File: config.mk
export PLATFORM = sky130hd
export DESIGN_NAME = if_pc_ctrl_flat
export DESIGN_NICKNAME = d
export VERILOG_FILES = /design/src/rtl/if_pc_ctrl_if.sv /design/src/rtl/if_pc_ctrl.sv /design/src/flat_wrapper.sv
export SDC_FILE = /design/constraint.sdc
export NUM_CORES = 1
export LEC_CHECK = 0
export BUFFER_PORTS_ARGS = -buffer_cell sky130_fd_sc_hd__buf_2
export CAP_MARGIN = 20
export CORE_MARGIN = 2
export CORE_UTILIZATION = 42
export CTS_CLUSTER_DIAMETER = 30
export DETAILED_ROUTE_END_ITERATION = 7
export GPL_TIMING_DRIVEN = 0
export PLACE_DENSITY_LB_ADDON = 0.15
export SYNTH_ARGS = -nofsm -noshare
export SYNTH_HDL_FRONTEND = slang
export SYNTH_SLANG_ARGS = --single-unit
export TNS_END_PERCENT = 1
File: constraint.sdc
create_clock -name CLK -period 2.1 [get_ports CLK]
set_input_delay 0.315 -clock CLK [delete_from_list [all_inputs] [get_ports CLK]]
set_output_delay 0.315 -clock CLK [all_outputs]
set_load 0.03 [all_outputs]
File: src/rtl/if_pc_ctrl_if.sv
// Fetch-control bundle between the fetch controller and its surroundings.
// stall_cnt exists only when IF_PC_STALL_CNT_EN is defined.
interface if_pc_ctrl_if #(
    parameter int INSTMEM_LOG2_DEEP = 8,
    parameter int REG_ADDR_W        = 5
);
    logic                         start;
    logic                         halt_req;
    logic                         branch_taken;
    logic [INSTMEM_LOG2_DEEP-1:0] branch_target;
    logic                         idex_mem_read;
    logic [REG_ADDR_W-1:0]        idex_rd;
    logic [REG_ADDR_W-1:0]        ifid_rs1;
    logic [REG_ADDR_W-1:0]        ifid_rs2;
    logic [INSTMEM_LOG2_DEEP-1:0] pc_out;
    logic                         wb_ff_out;
    logic                         hazard;
    logic                         flush;
    logic                         running;
`ifdef IF_PC_STALL_CNT_EN
    logic [15:0]                  stall_cnt;
`endif

    // master: pipeline/control side driving requests; slave: the fetch controller
    modport master (
        output start, halt_req, branch_taken, branch_target,
               idex_mem_read, idex_rd, ifid_rs1, ifid_rs2,
`ifdef IF_PC_STALL_CNT_EN
        input  stall_cnt,
`endif
        input  pc_out, wb_ff_out, hazard, flush, running
    );

    modport slave (
        input  start, halt_req, branch_taken, branch_target,
               idex_mem_read, idex_rd, ifid_rs1, ifid_rs2,
`ifdef IF_PC_STALL_CNT_EN
        output stall_cnt,
`endif
        output pc_out, wb_ff_out, hazard, flush, running
    );
endinterface

File: src/rtl/if_pc_ctrl.sv
// Fetch-side PC owner: run/halt FSM, branch redirect and load-use stall detection.
// Optional saturating stall counter enabled by IF_PC_STALL_CNT_EN.
module if_pc_ctrl #(
    parameter int                           INSTMEM_LOG2_DEEP = 8,
    parameter int                           REG_ADDR_W        = 5,
    parameter logic [INSTMEM_LOG2_DEEP-1:0] RESET_PC          = '0
) (
    input  logic       CLK,
    input  logic       RST,
    if_pc_ctrl_if.slave bus
);
    typedef enum logic [1:0] {
        ST_IDLE = 2'd0,
        ST_RUN  = 2'd1,
        ST_HALT = 2'd2
    } state_e;

    state_e                       state_q, state_d;
    logic [INSTMEM_LOG2_DEEP-1:0] pc_q, pc_d;
    logic                         wb_q, wb_d;
    logic                         running;
    logic                         raw_hz;
    logic                         hazard;

    assign running = (state_q == ST_RUN);
    // Register 0 is hard-wired, so a load targeting it can never create a dependency.
    assign raw_hz  = running & bus.idex_mem_read & (bus.idex_rd != '0) &
                     ((bus.idex_rd == bus.ifid_rs1) | (bus.idex_rd == bus.ifid_rs2));
    assign hazard  = raw_hz & ~bus.branch_taken & ~bus.halt_req;

    always_comb begin
        state_d = state_q;
        pc_d    = pc_q;
        wb_d    = 1'b0;
        unique case (state_q)
            ST_IDLE, ST_HALT: begin
                if (bus.start && !bus.halt_req) begin
                    state_d = ST_RUN;
                    wb_d    = 1'b1;
                end
            end
            ST_RUN: begin
                if (bus.halt_req) begin
                    state_d = ST_HALT;
                end else if (bus.branch_taken) begin
                    pc_d = bus.branch_target;
                    wb_d = 1'b1;
                end else if (hazard) begin
                    wb_d = wb_q;
                end else begin
                    pc_d = pc_q + 1'b1;
                    wb_d = 1'b1;
                end
            end
            default: begin
                state_d = ST_IDLE;
            end
        endcase
    end

    always_ff @(posedge CLK or negedge RST) begin
        if (!RST) begin
            state_q <= ST_IDLE;
            pc_q    <= RESET_PC;
            wb_q    <= 1'b0;
        end else begin
            state_q <= state_d;
            pc_q    <= pc_d;
            wb_q    <= wb_d;
        end
    end

    assign bus.pc_out    = pc_q;
    assign bus.wb_ff_out = wb_q;
    assign bus.hazard    = hazard;
    assign bus.flush     = running & bus.branch_taken;
    assign bus.running   = running;

`ifdef IF_PC_STALL_CNT_EN
    logic [15:0] stall_cnt_q, stall_cnt_d;

    always_comb begin
        stall_cnt_d = stall_cnt_q;
        if (hazard && (stall_cnt_q != 16'hFFFF)) begin
            stall_cnt_d = stall_cnt_q + 16'd1;
        end
    end

    always_ff @(posedge CLK or negedge RST) begin
        if (!RST) begin
            stall_cnt_q <= '0;
        end else begin
            stall_cnt_q <= stall_cnt_d;
        end
    end

    assign bus.stall_cnt = stall_cnt_q;
`endif
endmodule
File: src/flat_wrapper.sv
// flat-port wrapper written by rule: the top's interface ports become plain ports
module if_pc_ctrl_flat 
#(
    parameter int                           INSTMEM_LOG2_DEEP = 8,
    parameter int                           REG_ADDR_W        = 5,
    parameter logic [INSTMEM_LOG2_DEEP-1:0] RESET_PC          = '0
)
  (CLK, RST, bus_start, bus_halt_req, bus_branch_taken, bus_branch_target, bus_idex_mem_read, bus_idex_rd, bus_ifid_rs1, bus_ifid_rs2, bus_pc_out, bus_wb_ff_out, bus_hazard, bus_flush, bus_running);
  if_pc_ctrl_if #(.INSTMEM_LOG2_DEEP(INSTMEM_LOG2_DEEP), .REG_ADDR_W(REG_ADDR_W)) bus_i ();
  input  logic CLK;
  input  logic RST;
  input wire logic [$bits(bus_i.start)-1:0] bus_start;
  input wire logic [$bits(bus_i.halt_req)-1:0] bus_halt_req;
  input wire logic [$bits(bus_i.branch_taken)-1:0] bus_branch_taken;
  input wire logic [$bits(bus_i.branch_target)-1:0] bus_branch_target;
  input wire logic [$bits(bus_i.idex_mem_read)-1:0] bus_idex_mem_read;
  input wire logic [$bits(bus_i.idex_rd)-1:0] bus_idex_rd;
  input wire logic [$bits(bus_i.ifid_rs1)-1:0] bus_ifid_rs1;
  input wire logic [$bits(bus_i.ifid_rs2)-1:0] bus_ifid_rs2;
  output wire logic [$bits(bus_i.pc_out)-1:0] bus_pc_out;
  output wire logic [$bits(bus_i.wb_ff_out)-1:0] bus_wb_ff_out;
  output wire logic [$bits(bus_i.hazard)-1:0] bus_hazard;
  output wire logic [$bits(bus_i.flush)-1:0] bus_flush;
  output wire logic [$bits(bus_i.running)-1:0] bus_running;
  assign bus_i.start = bus_start;
  assign bus_i.halt_req = bus_halt_req;
  assign bus_i.branch_taken = bus_branch_taken;
  assign bus_i.branch_target = bus_branch_target;
  assign bus_i.idex_mem_read = bus_idex_mem_read;
  assign bus_i.idex_rd = bus_idex_rd;
  assign bus_i.ifid_rs1 = bus_ifid_rs1;
  assign bus_i.ifid_rs2 = bus_ifid_rs2;
  assign bus_pc_out = bus_i.pc_out;
  assign bus_wb_ff_out = bus_i.wb_ff_out;
  assign bus_hazard = bus_i.hazard;
  assign bus_flush = bus_i.flush;
  assign bus_running = bus_i.running;
  if_pc_ctrl #(.INSTMEM_LOG2_DEEP(INSTMEM_LOG2_DEEP), .REG_ADDR_W(REG_ADDR_W), .RESET_PC(RESET_PC)) u_core (.CLK(CLK), .RST(RST), .bus(bus_i));
endmodule
=== Word level (Yosys, flattened, before mapping) ===
Cells that the tools add are included.

* Add/sub/neg operators: 1
* Eq/ne operators: 8
* Muxes and demuxes: 10
* Bitwise gates (word level): 9
* Reduce and logical (&&, ||, !) cells: 7

{| class="wikitable"
|+ Operators by type and width
! operator !! count
|-
| 8-bit 2-to-1 mux || 2
|-
| 5-bit equality test || 2
|-
| 8-bit by 1-bit adder with 8-bit output, second input constant || 1
|-
| 1-bit bitwise AND || 6
|-
| 5-bit nonzero test || 1
|-
| 1-bit 2-to-1 mux || 4
|-
| 2-bit 2-to-1 mux || 2
|-
| 2-bit inequality test, second input constant || 2
|-
| 4-bit inequality test, second input constant || 1
|-
| 2-bit one-hot mux with 2 select lines || 1
|-
| 3-bit AND reduction || 1
|-
| 2-bit by 1-bit equality test with 1-bit output, second input constant || 1
|-
| 2-bit equality test, second input constant || 1
|-
| 2-bit logical NOT || 1
|-
| 2-bit by 1-bit inequality test with 1-bit output, second input constant || 1
|-
| 1-bit inverter || 2
|-
| 1-bit one-hot mux with 2 select lines || 1
|-
| 2-bit AND reduction || 1
|-
| 2-bit OR reduction || 1
|-
| 1-bit logical AND || 1
|-
| 1-bit logical NOT || 1
|-
| 1-bit OR || 1
|}

* Register bits: 11
* Input bits: 29
* Output and inout port bits: 12
* Logic and storage cells: 38

=== Logic depth before layout (Yosys ltp) ===
Gate-level depths: netlist of the first run.

* Depth after elaboration: 10
* Depth in mapped cells: 6
* Mapped depth without buffers: 6

=== Worst setup path before layout of the first run ===
OpenSTA, ideal clock, no wires.

* Kind: register to output
* From: register u_core.state_q[1]
* To: output port bus_hazard
* Data arrival time: 1.367 ns
* Required time: 1.785 ns
* Slack: 0.418 ns
* Cell stages (with the launch flop): 5
* Path buffers: 0
* Path through: dfrtp_1 -> nand2b_1 -> nor4_4 -> nand2_1 -> inv_1

* Word-level cells in the longest chain between the ends: 6

{| class="wikitable"
|+ RTL lines
! element !! line !! text
|-
| start, declared || if_pc_ctrl.sv:18 || <nowiki>state_e state_q, state_d;</nowiki>
|-
| start signal, assigned || if_pc_ctrl.sv:67 || <nowiki>state_q <= state_d;</nowiki>
|-
| 2-bit by 1-bit equality test with 1-bit output || if_pc_ctrl.sv:25 || <nowiki>assign running = (state_q == ST_RUN);</nowiki>
|-
| 1-bit bitwise AND (3 in series) || if_pc_ctrl.sv:27 || <nowiki>assign raw_hz = running & bus.idex_mem_read & (bus.idex_rd != '0) &</nowiki>
|-
| 1-bit bitwise AND (2 in series) || if_pc_ctrl.sv:29 || <nowiki>assign hazard = raw_hz & ~bus.branch_taken & ~bus.halt_req;</nowiki>
|-
| end, declared || flat_wrapper.sv:22 || <nowiki>output wire logic [$bits(bus_i.hazard)-1:0] bus_hazard;</nowiki>
|}

Every way passes these cells.

=== Final worst setup path of the first run ===
Same ends and word-level chain as after synthesis.

==> metrics.md, run 1 <==
| Metric | Value |
|---|---|
| Fin Setup TNS | `0 ns` |
| Met1 Wirelength | `996 µm` |
| CTS max path bufs | `2` |
| Final WL | `2390 µm` |
| Detailed-route via count | `997` |
| Ratio of cells with drive above 1 in the final layout | `37.7%` |
| Via density | `5.60` |
| Synth top area share | `30.9%` |
| WL met2 | `1160 µm` |
| Largest net degree at the start of global routing | `12` |
| Routed len/inst | `13.4 µm` |
| Post-synth EDFFs | `0` |
| Diodes inserted | `0` |
| Met3 routed wirelength | `190 µm` |
| Layout area overhead | `33.3%` |
| Reg2Reg Launch Point | `u_core.state_q[1]` |
| Main flop type after synthesis | `dfrtp_1` |
| TritonCTS Buffers | `3` |
| Hold/Removal Path Class | `in -> reg` |
| Global-route wire length before repair | `3710 µm` |
| Synth warn | `0` |
| H-tree lvl count | `1` |
| Vias in the first global route | `841` |
| Fin crit period | `1.99 ns` |
| Peak VDD IR | `0.000675 V` |
| Die ar. | `2500 µm²` |
| Power per Cell Area | `approximately 760 nW/µm²` |
| PortBufs | `40` |
| CTS Root Cell | `clkbuf_4` |
| FF-to-FF setup slack | `between 0.3 and 0.4 ns` |
| CP max-delay cell | `nor4_4` |
| Final Net Count | `182` |
| Critical path endpoint category | `primary output` |
| MaxCap Viol Count | `0` |
| Gate Count Post-Synth | `104` |
| Yosys top cell by area | `dfrtp_1` |
| Final period util | `94.8%` |
| Cell breakdown of the critical path | `nand2b_2, nor4_4, nand2_2, inv_1, buf_2` |
| Clk slew on worst S/H paths | `0.08 ns` |
| Async set-or-reset flop fraction in the synthesized netlist | `100%` |
| Leak | `~0.55 nW` |
| CTS tree | `yes` |
| Relative slew slack | `71.8%` |
| CP startpoint kind | `register` |
| Critical path peak fanout | `7` |
| Worst setup startpoint | `u_core.state_q[1]` |
| Final Skew | `between 0.0015 and 0.002 ns` |
| Worst-Margin Slew | `roughly 0.42 ns` |
| # rows | `16` |
| 1st-iter DRT viols | `25` |
| Overflow after GRT | `0` |
| Worst hold stages | `2` |
| Avg Cell Area, Syn | `8.55 µm²` |
| Final hold violation count | `0` |
| Synth area leaders | `dfrtp_1 31%, xnor2_1 9.8%, nand2_1 4.6%, nor3_1 3.9%, o21ai_0 3.4%` |
| DRC viols | `0` |
| Initial Util | `44.9%` |
| Die height | `50.0 µm` |
| Total power | `0.000903 W` |
| Half-perimeter wire length after detailed placement | `about 1800 µm` |
| # setup viols final | `0` |
| Mapped Nets | `134` |
| Synth Cell Area | `approximately 900 µm²` |
| Initial antenna violation count | `0` |
| Post-route ant nets | `0` |
| Detailed Routing Iterations Pass 1 | `4` |
| Critical Path End | `bus_hazard` |
| Reg2Reg Depth | `5` |
| Slowest cell delay on critical path | `a little under 0.4 ns` |
| WS Path Type | `reg -> out` |
| Clk_lat worst skew | `0.28 ns` |
| Total GRT Usage | `approximately a fifth` |
| Clock sink count | `11` |
| Gpl congestion | `0.786` |
| Status | `finished, final reports clean` |
| Library cells used by synthesis | `34` |
| Top routing layer used | `met4` |
| Final Max Slew Viols | `0` |
| Crit path DAT | `approximately 1.7 ns` |
| WP data required | `1.78 ns` |
| Die width | `50.0 µm` |
| Fmax achieved | `0.503 GHz` |
| RSZ-0062 raised after global routing | `false` |
| Yosys reg bits | `11` |
| Final Util | `between 50% and 60%` |
| Core ar. | `1980 µm²` |
| Top cells by count, synth | `11 x dfrtp_1, 11 x nand2_1, 10 x xnor2_1` |
| Reg-to-reg endpoint | `u_core.bus.pc_out[2]` |
| I/O pin total | `41` |
| Seq/Total Area, Yosys | `about 31%` |
[report_power, final]
part	internal (W)	leakage, nW	switching (W)
clock network	0.0000739	0.0150	0.0000839
registers	0.000266	0.137	0.0000708
logic	0.000157	0.396	0.000252
total	0.000497	0.548	0.000406
[per-layer routing]
metal	global-route usage, %	vias to the layer above
li1	-	480
met1	25.4	463
met2	30.5	50
met3	5.45	4
met4	8.80	0
met5	0	-
[state kept, by name (all words and copies together) (netlist names)]
register	cells
u_core.bus.pc_out	8
u_core.state_q	2
u_core.bus.wb_ff_out	1
[how the worst min path moves through the flow]
stage | slack [ns] | end | start
after floorplan | 0.02 | u_core.bus.pc_out[0] | RST
after detailed placement | 0.21 | u_core.bus.pc_out[5] | RST
after global routing | 0.22 | u_core.state_q[0] | bus_halt_req
final | 0.22 | u_core.state_q[0] | bus_halt_req
after global placement | 0.20 | u_core.bus.wb_ff_out | RST
after CTS | 0.22 | u_core.state_q[0] | bus_halt_req
[worst max-delay path, delay by kind of cell (launching register included)]
family                 cells  cell delay, ns
and+or+nand+nor            3            0.75
DFF                        1            0.38
buffers and inverters      2            0.26
[per-stage QoR]
step           worst slack (ns)  cells  hold WS [ns]  area [µm²]
2_1_floorplan             0.418    104        0.0194         890
3_3_place_gp              0.147    171         0.202        1120
3_5_place_dp              0.125    171         0.210        1120
4_1_cts                  0.0260    176         0.217        1160
5_1_grt                  0.0122    178         0.219        1190
6_report                  0.110    178         0.218        1190
[layout by cell type (no fill, tap or decap), drive strengths merged]
cell type,n
a31oi,1
a21oi,6
ha,1
nand2b,2
dfrtp,11
buf,44
clkbuf,5
nor3,7
o21a,1
mux2,3
dlygate4sd3,1
and3,3
a32oi,1
o41ai,1
o221ai,3
o211ai,4
or4,2
nor2,6
nor4,2
o21ai,6
xnor2,10
nand4,4
o22a,1
inv,6
o22ai,1
nand3,5
or3,2
a22o,1
nand2,11
[cell type report]
type,count,area [µm²]
fill,196,796
multi-input combinational,84,583
sequential,11,275
timing repair buffer,43,225
tap,27,33.8
clock buffer,4,26.3
inverter,6,22.5
buffer,3,20.0
[timing repair]
action / in CTS / in global routing
setup buffers: 0 / 2
pin swaps: 1 / 1
gates resized for setup: 0 / 3
hold buffers: 1 / 0
endpoints found under the setup margin: 1 / 1
endpoints found under the hold margin: 11 / 0
[cells by family after synthesis]
group | Yosys count | synth area share (%)
XOR/XNOR | 10 | 9.84
AO/OA/AOI/OAI | 26 | 21.1
adder cells (fa/ha/maj) | 1 | 1.41
buffers and inverters | 9 | 4.78
multiplexers | 3 | 3.80
flip-flops | 11 | 30.9
AND/OR/NAND/NOR | 44 | 28.1
Note: power is estimated with default switching activity, not from simulation.
==> run 2: changes to the inputs <==
Settings changed: CAP_MARGIN 20 to default, CTS_CLUSTER_SIZE from default to 40, REMOVE_ABC_BUFFERS from default to 1.
==> metrics.md, run 2 (synthesis gave the netlist of run 1 again) <==
| Metric | Value |
|---|---|
| Power per Cell Area | `roughly 750 nW/µm²` |
| Fin crit period | `1.96 ns` |
| Clk_lat worst skew | `0.27 ns` |
| Final Skew | `0.00585 ns` |
| RSZ-0062 raised after global routing | `false` |
| Most frequent cells in the layout | `40 x buf_2, 11 x nand2_1, 11 x dfrtp_1` |
| Crit path DAT | `between 1.5 and 2 ns` |
| WP data required | `1.78 ns` |
| Top cell by count, worst path | `buf_2` |
| Initial Util | `between 40% and 50%` |
| Max reg flops | `8` |
| Fmax achieved | `0.510 GHz` |
| Die ar. | `2500 µm²` |
| CP max-delay cell | `or4_4` |
| 1st-iter DRT viols | `21` |
| CTS Root Cell | `clkbuf_4` |
| Vias in the first global route | `slightly below 900` |
| Cell breakdown of the critical path | `buf_2, or4_4, nor2_4, nor4_4, buf_4, nand2_1, inv_1, buf_2` |
| Diodes inserted | `0` |
| # rows | `16` |
| Final instance area | `about 1200 µm²` |
| Critical path endpoint category | `primary output` |
| WS Path Type | `in -> out` |
| Largest net degree at the start of global routing | `16` |
| CTS max path bufs | `2` |
| Status | `finished, final reports clean` |
| CTS tree | `yes` |
| Ratio of cells with drive above 1 in the final layout | `36.5%` |
| # setup viols final | `0` |
| Gpl congestion | `0.847` |
| MaxCap Viol Count | `0` |
| Core ar. | `roughly 2000 µm²` |
| Layout area overhead | `30.8%` |
| Peak VDD IR | `roughly 0.00071 V` |
| Dpl cell area | `1100 µm²` |
| Worst-Margin Slew | `approximately 0.69 ns` |
| Final period util | `93.4%` |
| Half-perimeter wire length after detailed placement | `between 1500 and 2000 µm` |
| Relative slew slack | `54.1%` |
| PortBufs | `40` |
| Detailed-route via count | `957` |
| Final hold violation count | `0` |
| Die width | `50.0 µm` |
| Detailed Routing Iterations Pass 1 | `4` |
| Initial antenna violation count | `0` |
| Leak | `0.535 nW` |
| Slowest cell delay on critical path | `between 0.5 and 0.6 ns` |
| Clock sink count | `11` |
| Overflow after GRT | `0` |
| Post-route ant nets | `0` |
| CP startpoint kind | `primary input` |
| DRC viols | `0` |
| Via density | `between 5 and 6` |
| Fillers | `199` |
| Global-route wire length before repair | `3620 µm` |
| Most common cell after layout, fill and taps aside | `buf_2` |
| Final hold slack | `0.245 ns` |
| H-tree lvl count | `1` |
| Clk slew on worst S/H paths | `roughly 0.060 ns` |
| Final Max Slew Viols | `0` |
| I/O pin total | `41` |
| TritonCTS Buffers | `3` |
| Total GRT Usage | `between 10% and 20%` |
| Final Net Count | `179` |
| Die height | `50.0 µm` |
| Fin Setup TNS | `0 ns` |
| Critical path peak fanout | `5` |
| Hold/Removal Path Class | `in -> reg` |
| Final WL | `about 2300 µm` |
| Routed len/inst | `13.0 µm` |
-- run 2: cell types whose count changed in the layout (fill, tap and decap cells not counted), sizes merged --
| cell | previous run | this run |
|---|---|---|
| buf | 44 | 42 |
| clkbuf | 5 | 4 |
-- run 2: cell type report --
class | count | area [µm²] | area share (%)
clock buffer | 4 | 26.3 | 2.26
multi-input combinational | 84 | 581 | 49.9
inverter | 6 | 22.5 | 1.94
timing repair buffer | 43 | 225 | 19.4
tap | 27 | 33.8 | 2.90
sequential | 11 | 275 | 23.7
-- run 2: layer usage --
| metal | part of all wire, % | vias to the layer above | wire (µm) | global-route usage (%) |
|---|---|---|---|---|
| li1 | - | 476 | - | - |
| met1 | 44 | 438 | 995 | 23.4 |
| met2 | 47 | 39 | 1080 | 30.9 |
| met3 | 7.9 | 4 | 180 | 6.97 |
| met4 | 1.3 | 0 | 29 | 4.17 |
| met5 | 0 | - | 0 | 0 |
-- run 2: timing repair --
item | 4_1_cts | 5_1_grt
resized for setup | 0 | 2
setup endpoints to repair | 1 | 1
hold buffers | 1 | 0
hold endpoints to repair | 11 | 0
buffers inserted | 0 | 2
pin swaps | 1 | 1
-- run 2: path summary, 6_finish.rpt --
path | start | endpoint | cells past startpoint | slack, ns
worst max-delay path | bus_idex_rd[0] | bus_hazard | 8 | 0.14
worst min-delay path | bus_halt_req | u_core.state_q[0] | 2 | 0.24
worst max register to register | u_core.state_q[1] | u_core.bus.pc_out[3] | 5 | 0.30
worst min register to register | u_core.state_q[1] | u_core.state_q[1] | 2 | 0.48
max in group asynchronous | RST | u_core.state_q[1] | 2 | 1.44
min in group asynchronous | RST | u_core.bus.pc_out[0] | 2 | 0.45
-- run 2: power breakdown --
part	total, W	internal [W]	switching (W)
Sequential	0.000335	0.000266	0.0000690
Clock	0.000141	0.0000735	0.0000677
Combinational	0.000399	0.000155	0.000245
Total	0.000876	0.000494	0.000381
-- run 2: critical path, delay by kind of cell --
family        cells  cell delay (ns)
buf+inv           4             0.50
simple gates      4             0.83
-- run 2: metrics by stage --
step	std cells	power [W]	utilization [%]	setup WS, ns
final	175	0.000876	58.7	0.138
after global routing	175	0.000945	58.7	0.0402
after CTS	173	0.000880	57.5	0.0326
after detailed placement	168	0.000733	55.7	0.0837
after global placement	168	0.000724	55.7	0.158
after floorplan	101	0.000598	-	0.418
